--- src/rtl/tinyml_quant_pkg.sv ---
// Shared fixed-point types and limits for the int8 quantizer/dequantizer stages.
package tinyml_quant_pkg;

  localparam int unsigned Q824_FRAC_BITS = 24;

  typedef logic signed [7:0]  int8_t;
  typedef logic        [31:0] scale_q824_t;
  typedef logic signed [31:0] acc32_t;
  typedef logic signed [41:0] prod_t;

  localparam acc32_t INT32_MAX = 32'sh7FFF_FFFF;
  localparam acc32_t INT32_MIN = 32'sh8000_0000;

endpackage

--- src/rtl/dequant_round_sat.sv ---
// Combinational round-half-up right shift by S followed by int32 saturation.
module dequant_round_sat
  import tinyml_quant_pkg::*;
#(
  parameter int unsigned S = 24
) (
  input  prod_t  prod,
  output acc32_t result,
  output logic   sat
);

  // One guard bit above the product so adding the rounding constant cannot wrap.
  logic signed [42:0] rounded;

  localparam logic signed [42:0] Max = 43'(INT32_MAX);
  localparam logic signed [42:0] Min = 43'(INT32_MIN);

  generate
    if (S > 0) begin : g_round
      localparam logic signed [42:0] Half = 43'sd1 <<< (S - 1);
      assign rounded = ($signed({prod[41], prod}) + Half) >>> S;
    end else begin : g_pass
      assign rounded = 43'(prod);
    end
  endgenerate

  always_comb begin
    result = rounded[31:0];
    sat    = 1'b0;
    if (rounded > Max) begin
      result = INT32_MAX;
      sat    = 1'b1;
    end else if (rounded < Min) begin
      result = INT32_MIN;
      sat    = 1'b1;
    end
  end

endmodule

--- src/rtl/dequantizer_pipeline.sv ---
// Streaming int8 -> int32 dequantizer: out = round((x - zp) * scale), scale in Q8.24.
// Define DEQUANT_SAT_COUNT_EN to add the saturation counter and sticky flag.
module dequantizer_pipeline
  import tinyml_quant_pkg::*;
#(
  parameter int unsigned OUT_FRAC_BITS = 0
) (
  input  logic        clk,
  input  logic        reset,
  input  logic        in_valid,
  output logic        in_ready,
  input  logic [7:0]  in_data,
  input  logic [7:0]  in_zero_point,
  input  logic [31:0] in_scale,
  output logic        out_valid,
  input  logic        out_ready,
  output logic [31:0] out_data,
  output logic        out_sat
`ifdef DEQUANT_SAT_COUNT_EN
  ,
  input  logic        sat_clr,
  output logic [15:0] sat_count,
  output logic        sat_sticky
`endif
);

  localparam int unsigned Shift = Q824_FRAC_BITS - OUT_FRAC_BITS;

  logic advance;

  logic        s1_valid_q;
  int8_t       s1_x_q;
  int8_t       s1_zp_q;
  scale_q824_t s1_scale_q;

  logic               s2_valid_q;
  logic signed [8:0]  s2_diff_q;
  scale_q824_t        s2_scale_q;

  logic  s3_valid_q;
  prod_t s3_prod_q;

  logic signed [8:0] diff_d;
  prod_t             prod_d;
  acc32_t            rs_result;
  logic              rs_sat;

  assign advance  = !out_valid || out_ready;
  assign in_ready = advance;

  assign diff_d = $signed({s1_x_q[7], s1_x_q}) - $signed({s1_zp_q[7], s1_zp_q});
  // The multiply gets its own register stage so the 9x33 product is not chained with rounding.
  assign prod_d = prod_t'(s2_diff_q) * prod_t'($signed({1'b0, s2_scale_q}));

  dequant_round_sat #(
    .S(Shift)
  ) u_round_sat (
    .prod  (s3_prod_q),
    .result(rs_result),
    .sat   (rs_sat)
  );

  always_ff @(posedge clk) begin
    if (reset) begin
      s1_valid_q <= 1'b0;
      s2_valid_q <= 1'b0;
      s3_valid_q <= 1'b0;
      out_valid  <= 1'b0;
      out_data   <= '0;
      out_sat    <= 1'b0;
    end else if (advance) begin
      s1_valid_q <= in_valid;
      s1_x_q     <= int8_t'(in_data);
      s1_zp_q    <= int8_t'(in_zero_point);
      s1_scale_q <= in_scale;
      s2_valid_q <= s1_valid_q;
      s2_diff_q  <= diff_d;
      s2_scale_q <= s1_scale_q;
      s3_valid_q <= s2_valid_q;
      s3_prod_q  <= prod_d;
      out_valid  <= s3_valid_q;
      if (s3_valid_q) begin
        out_data <= rs_result;
        out_sat  <= rs_sat;
      end
    end
  end

`ifdef DEQUANT_SAT_COUNT_EN
  logic sat_inc;

  assign sat_inc = out_valid && out_ready && out_sat;

  always_ff @(posedge clk) begin
    if (reset) begin
      sat_count  <= '0;
      sat_sticky <= 1'b0;
    end else if (sat_clr) begin
      sat_count  <= sat_inc ? 16'd1 : 16'd0;
      sat_sticky <= sat_inc;
    end else if (sat_inc) begin
      if (sat_count != 16'hFFFF) begin
        sat_count <= sat_count + 16'd1;
      end
      sat_sticky <= 1'b1;
    end
  end
`endif

endmodule

--- config.mk ---
export PLATFORM = sky130hd
export DESIGN_NAME = dequantizer_pipeline
export DESIGN_NICKNAME = d
export VERILOG_FILES = /design/src/rtl/tinyml_quant_pkg.sv /design/src/rtl/dequant_round_sat.sv /design/src/rtl/dequantizer_pipeline.sv
export SDC_FILE = /design/constraint.sdc
export NUM_CORES = 1
export LEC_CHECK = 0
export BUFFER_PORTS_ARGS = -buffer_cell sky130_fd_sc_hd__buf_2
export CORE_ASPECT_RATIO = 0.8
export CORE_MARGIN = 2
export CORE_UTILIZATION = 40
export DETAILED_ROUTE_END_ITERATION = 16
export GPL_TIMING_DRIVEN = 1
export SETUP_SLACK_MARGIN = 0.15
export SYNTH_ARGS = -nofsm -noshare
export SYNTH_HDL_FRONTEND = slang
export SYNTH_SLANG_ARGS = --single-unit
--- constraint.sdc ---
create_clock -name clk -period 16.1 [get_ports clk]
set_input_delay 1.61 -clock clk [delete_from_list [all_inputs] [get_ports clk]]
set_output_delay 1.61 -clock clk [all_outputs]
set_load 0.01 [all_outputs]
==> impl_metrics.json, run 1 <==
{
  "fp.dieH_um": 168,
  "status": "finished clean",
  "layout-drive-gt1-share_pct": 10.5,
  "row_count": 60,
  "netlist_area_um2": 13500,
  "wl_per_cell_um": 16.2,
  "yosysSeqAreaShare_pct": 27.6,
  "start_kind": "register",
  "ant_nets": 0,
  "min_path_type": "register to register",
  "cp_common_cell": "fa_1",
  "track_usage_pct": 17.3,
  "worstPathRequired_ns": 16.28,
  "rsz0062_at_grt": "false",
  "io_buffer_count": 85,
  "final_cell_mix": "fa_1 (211), nand2_1 (155), and2_1 (149)",
  "cts-buffers-inserted": 17,
  "maxSlewHeadroom_pct": 45.4,
  "ys.flop_type": "edfxtp_1",
  "synth_async_sr_flop_share_pct": 0,
  "clk_latency_ns": 0.44,
  "crit_buf_inv": 2,
  "initial_core_util_pct": 40.3,
  "cts.sinks": 132,
  "crit_path_start": "s2_diff_q[8]",
  "setup.worst_path.class": "register to register",
  "io_pins": 87,
  "ys_seq_elements": 132,
  "layout.nets": 1665,
  "wl_um": 28300,
  "h-tree-depth": 4,
  "synth.net_count": 1608,
  "synth.avg_cell_area_um2": 10.9,
  "tritoncts": "done",
  "yosys_warnings": 0,
  "cp_slowest_cell": "fa_1",
  "max_freq_ghz": 0.172,
  "clkTransAtPathRegs_ns": 0.07,
  "cts-root-buf": "clkbuf_16",
  "first_iter_violations": 491,
  "drc": 0,
  "worstMarginPinSlew_ns": 0.819,
  "drtPass1Iterations": 5,
  "drv_slew": 0,
  "crit_chain": "buf_4 > nand2b_1 > fa_1 > fa_1 > inv_1 > fa_1 > fa_1 > fa_1 > ha_1 > nand2_1 > or4_4 > a2111o_1 > a31oi_1 > o21ai_1 > o31ai_1 > xor2_1",
  "worstHoldStart": "s1_scale_q[23]",
  "core_area_um2": 33400,
  "cpLargestDelayFamily": "adder cells",
  "syn_inst": 1240,
  "r2r-start": "s2_diff_q[8]",
  "gp_congestion": 0.845,
  "die_w_um": 209,
  "synth_cell_types": 55,
  "max_stage_delay_ns": 0.58,
  "grt-ovfl-total": 0,
  "fin_setup_tns_ns": 0,
  "finalSetupViolations": 0,
  "timing.final.crit_period_ns": 5.81,
  "path_depth": 16,
  "vias_per_cell": 5.03,
  "final_common_cell": "fa_1",
  "grt_pass1_vias": 9439,
  "antenna_found_initial": 0,
  "cp.arrival_ns": 5.99,
  "hold_viol": 0,
  "dp_hpwl_um": 21500,
  "postCtsSetupRepairBufs": 0,
  "cap_violations": 0,
  "cts-resized-gates": 0,
  "reg2reg_depth": 16,
  "fill_cells": 3120,
  "end_kind": "register",
  "holdPathStages": 0,
  "antennaDiodeCount": 0,
  "area_growth_pct": 10.1,
  "clock_skew_ns": 0.0111,
  "grt_max_degree": 60,
  "period_share_pct": 36.1,
  "vias": 8777,
  "cp_max_fo": 34,
  "synth_edf_count": 108,
  "cts_hold_buffers": 0,
  "die_area_um2": 35200,
  "clock_path_buffers": 2,
  "grt_pass1_wl_um": 48200
}
==> Yosys cell counts, types with 14 or more instances <==
library cell / number / area (um2)
a211oi_1: 22 / 165
a21o_1: 14 / 105
a21oi_1: 43 / 215
and2_1: 149 / 932
clkbuf_1: 45 / 169
dfxtp_1: 24 / 480
edfxtp_1: 108 / 3240
fa_1: 211 / 4220
ha_1: 105 / 1310
inv_1: 123 / 462
nand2_1: 155 / 582
nor2_1: 44 / 165
nor2b_1: 29 / 181
o21ai_0: 23 / 115
xnor2_1: 20 / 175
xor2_1: 20 / 175
==> metal layers <==
layer	GRT usage, %	routed length (um)	vias to the layer above
met5	0	0	-
met4	4.60	435	0
met3	3.21	729	27
met2	28.9	13800	109
met1	23.2	13300	4481
li1	-	-	4160
==> worst paths after layout <==
kind	to	slack, ns
setup / recovery	s3_prod_q[37]	10.29
hold / removal	s2_scale_q[23]	0.42
setup reg to reg	s3_prod_q[37]	10.29
hold reg to reg	s2_scale_q[23]	0.42
==> state kept, by name, summed over array words and instances, names as in the netlist <==
| name | count |
|---|---|
| out_data | 20 |
| s3_valid_q | 1 |
| s2_scale_q | 32 |
| s2_valid_q | 1 |
| out_valid | 1 |
| s1_scale_q | 32 |
| s2_diff_q | 9 |
| s1_x_q | 8 |
| s1_valid_q | 1 |
| s3_prod_q | 19 |
| s1_zp_q | 8 |
==> cells by family after synthesis <==
logic type | synth area share (%)
AOI/OAI and AO/OA | 6.74
xor gates and xnor gates | 2.60
adders and majority gates | 41.1
buffers and inverters | 5.43
DFF | 27.6
muxes | 0.167
other | 0.0278
and+or+nand+nor | 16.3
==> metrics by stage <==
step | cells | hold WS, ns | instance area [um2] | util (%) | worst slack, ns
finish | 1744 | 0.418 | 14800 | 44.4 | 10.29
global route | 1744 | 0.418 | 14800 | 44.4 | 10.00
CTS | 1744 | 0.419 | 14800 | 44.4 | 10.28
detailed placement | 1712 | 0.405 | 14300 | 42.7 | 10.32
global placement | 1712 | 0.401 | 14300 | 42.7 | 10.36
floorplan | 1240 | 0.400 | 13500 | - | 9.04
==> cell type report <==
type                            count  area (um2)  area share (%)
Sequential cell                   132        3720            25.1
Clock buffer                       17         425            2.87
Timing Repair Buffer               97         515            3.47
Multi-Input combinational cell    926        9030            60.8
Tap cell                          434         543            3.66
Inverter                          123         462            3.11
Clock inverter                     15         141           0.953
Power of run 1 is left out: the tool's default activity adds up to more than one toggle a clock period on the data nets, which glitch-free logic cannot reach.
==> inputs of run 2 (changes only) <==
==> constraint.sdc (replaced) <==
create_clock -name clk -period 5.9 [get_ports clk]
set_input_delay 0.59 -clock clk [delete_from_list [all_inputs] [get_ports clk]]
set_output_delay 0.59 -clock clk [all_outputs]
set_load 0.01 [all_outputs]
==> impl_metrics.json, run 2 (synthesized netlist as in run 1, its figures left out) <==
{
  "cap_violations": 0,
  "track_usage_pct": 17.6,
  "worstMarginPinSlew_ns": 0.743,
  "setup.worst_path.class": "register to register",
  "core_area_um2": 33400,
  "antennaDiodeCount": 0,
  "clk_latency_ns": 0.43,
  "min_to": "s1_x_q[4]",
  "drc": 0,
  "maxSlewHeadroom_pct": 50.5,
  "holdPathStages": 1,
  "ant_nets": 0,
  "vias_per_cell": 5.07,
  "cp_max_fo": 20,
  "worstHoldStart": "in_data[4]",
  "grt_pass1_wl_um": 49000,
  "status": "finished clean",
  "fin_setup_tns_ns": 0,
  "vias": 8931,
  "die_area_um2": 35200,
  "worstPathRequired_ns": 6.07,
  "grt_max_degree": 56,
  "wl_per_cell_um": 16.7,
  "start_kind": "register",
  "fp.dieH_um": 168,
  "drtPass1Iterations": 5,
  "r2r-start": "s2_diff_q[8]",
  "top_regs": "s1_scale_q (32), s2_scale_q (32), out_data (20)",
  "period_share_pct": 94.3,
  "end_kind": "register",
  "max_stage_delay_ns": 0.56,
  "crit_buf_inv": 2,
  "first_iter_violations": 568,
  "layout.nets": 1683,
  "dr_wl_met3_um": 1110,
  "initial_core_util_pct": 40.3,
  "tritoncts": "done",
  "io_pins": 87,
  "cp_common_cell": "fa_1",
  "h-tree-depth": 4,
  "cts_hold_buffers": 0,
  "cts.sinks": 132,
  "dp_hpwl_um": 22900,
  "wl_um": 29400,
  "cts-root-buf": "clkbuf_16",
  "crit_chain": "buf_4 > buf_4 > nor2b_1 > fa_1 > fa_1 > fa_1 > fa_1 > ha_1 > ha_1 > and2_1 > a211oi_1 > o21ai_0 > a31oi_1 > o21ai_0 > nor3_1 > and4b_1",
  "drv_slew": 0,
  "grt-ovfl-total": 0,
  "top_layer_used": "met4",
  "clock_skew_ns": 0.0157,
  "row_count": 60,
  "wl_met2_um": 13400,
  "gp_congestion": 0.864,
  "io_buffer_count": 85,
  "cp_slowest_cell": "fa_1",
  "cpLargestDelayFamily": "adder cells",
  "finalSetupViolations": 0,
  "regToRegEndpoint": "s3_prod_q[40]",
  "timing.final.crit_period_ns": 5.56,
  "antenna_found_initial": 0,
  "grt_pass1_vias": 9146,
  "layout-drive-gt1-share_pct": 12.1,
  "cts-buffers-inserted": 17,
  "min_path_type": "primary input to register",
  "r2r_setup_slack_ns": 0.34,
  "max_freq_ghz": 0.180,
  "die_w_um": 209,
  "final_cell_mix": "fa_1 (211), nand2_1 (155), and2_1 (149)",
  "clkTransAtPathRegs_ns": 0.07,
  "hold_viol": 0,
  "reg2reg_depth": 16,
  "clock_path_buffers": 2,
  "area_growth_pct": 12.0,
  "rsz0062_at_grt": "true",
  "final_common_cell": "fa_1",
  "met1Wirelength_um": 14500,
  "cp.arrival_ns": 5.74
}
run 2: changes by cell type in the layout (fill, tap and decap cells not counted), sizes merged:
cell and change:
buf +17, bufinv +1, clkinv -3, clkbuf +1
inv +2
run 2: layout make-up:
type,instances,area (um2)
clock buffer,17,425
clock inverter,15,159
fill,3130,18300
inverter,123,462
multi-input combinational,926,9060
sequential,132,3720
tap,434,543
timing repair buffer,115,721
run 2: metal layers:
layer	track usage, %	vias to the layer above
met5	0	-
met2	26.8	184
li1	-	4184
met4	4.07	0
met1	26.5	4540
met3	2.56	23
run 2: through the flow:
stage	instance area (um2)	util, %	hold WS, ns	cells	setup WS [ns]
CTS	15000	44.8	0.312	1752	0.170
detailed placement	14300	43.0	0.405	1717	0.114
finish	15100	45.2	0.328	1762	0.338
global route	15100	45.2	0.312	1762	0.0390
global placement	14300	43.0	0.400	1717	0.159
floorplan	13500	-	0.400	1240	0.439
run 2: worst max path at each step:
stage	endpoint	start	depth (start not counted)	slack (ns)
floorplan	s3_prod_q[39]	s2_diff_q[8]	16	0.44
global placement	s3_prod_q[37]	s2_diff_q[4]	15	0.16
detailed placement	s3_prod_q[37]	s2_diff_q[4]	15	0.11
CTS	s3_prod_q[37]	s2_diff_q[6]	14	0.17
global route	s3_prod_q[40]	s2_diff_q[8]	16	0.04
finish	s3_prod_q[40]	s2_diff_q[8]	16	0.34
run 2: what timing repair did:
| action | 4_1_cts | 5_1_grt |
|---|---|---|
| pin swaps | 0 | 4 |
| setup endpoints to repair | 3 | 13 |
| gates cloned | 0 | 0 |
| setup buffers | 3 | 10 |
| resized for setup | 0 | 9 |
run 2: worst register-to-register path: stages, from the launching register on:
cell,delay (ns)
edfxtp_1,0.42
buf_4,0.16
buf_4,0.19
nor2b_1,0.19
fa_1,0.56
fa_1,0.53
fa_1,0.51
fa_1,0.50
ha_1,0.31
ha_1,0.38
and2_1,0.22
a211oi_1,0.31
o21ai_0,0.14
a31oi_1,0.24
o21ai_0,0.20
nor3_1,0.25
and4b_1,0.22
Power of run 2 is left out for the same reason.
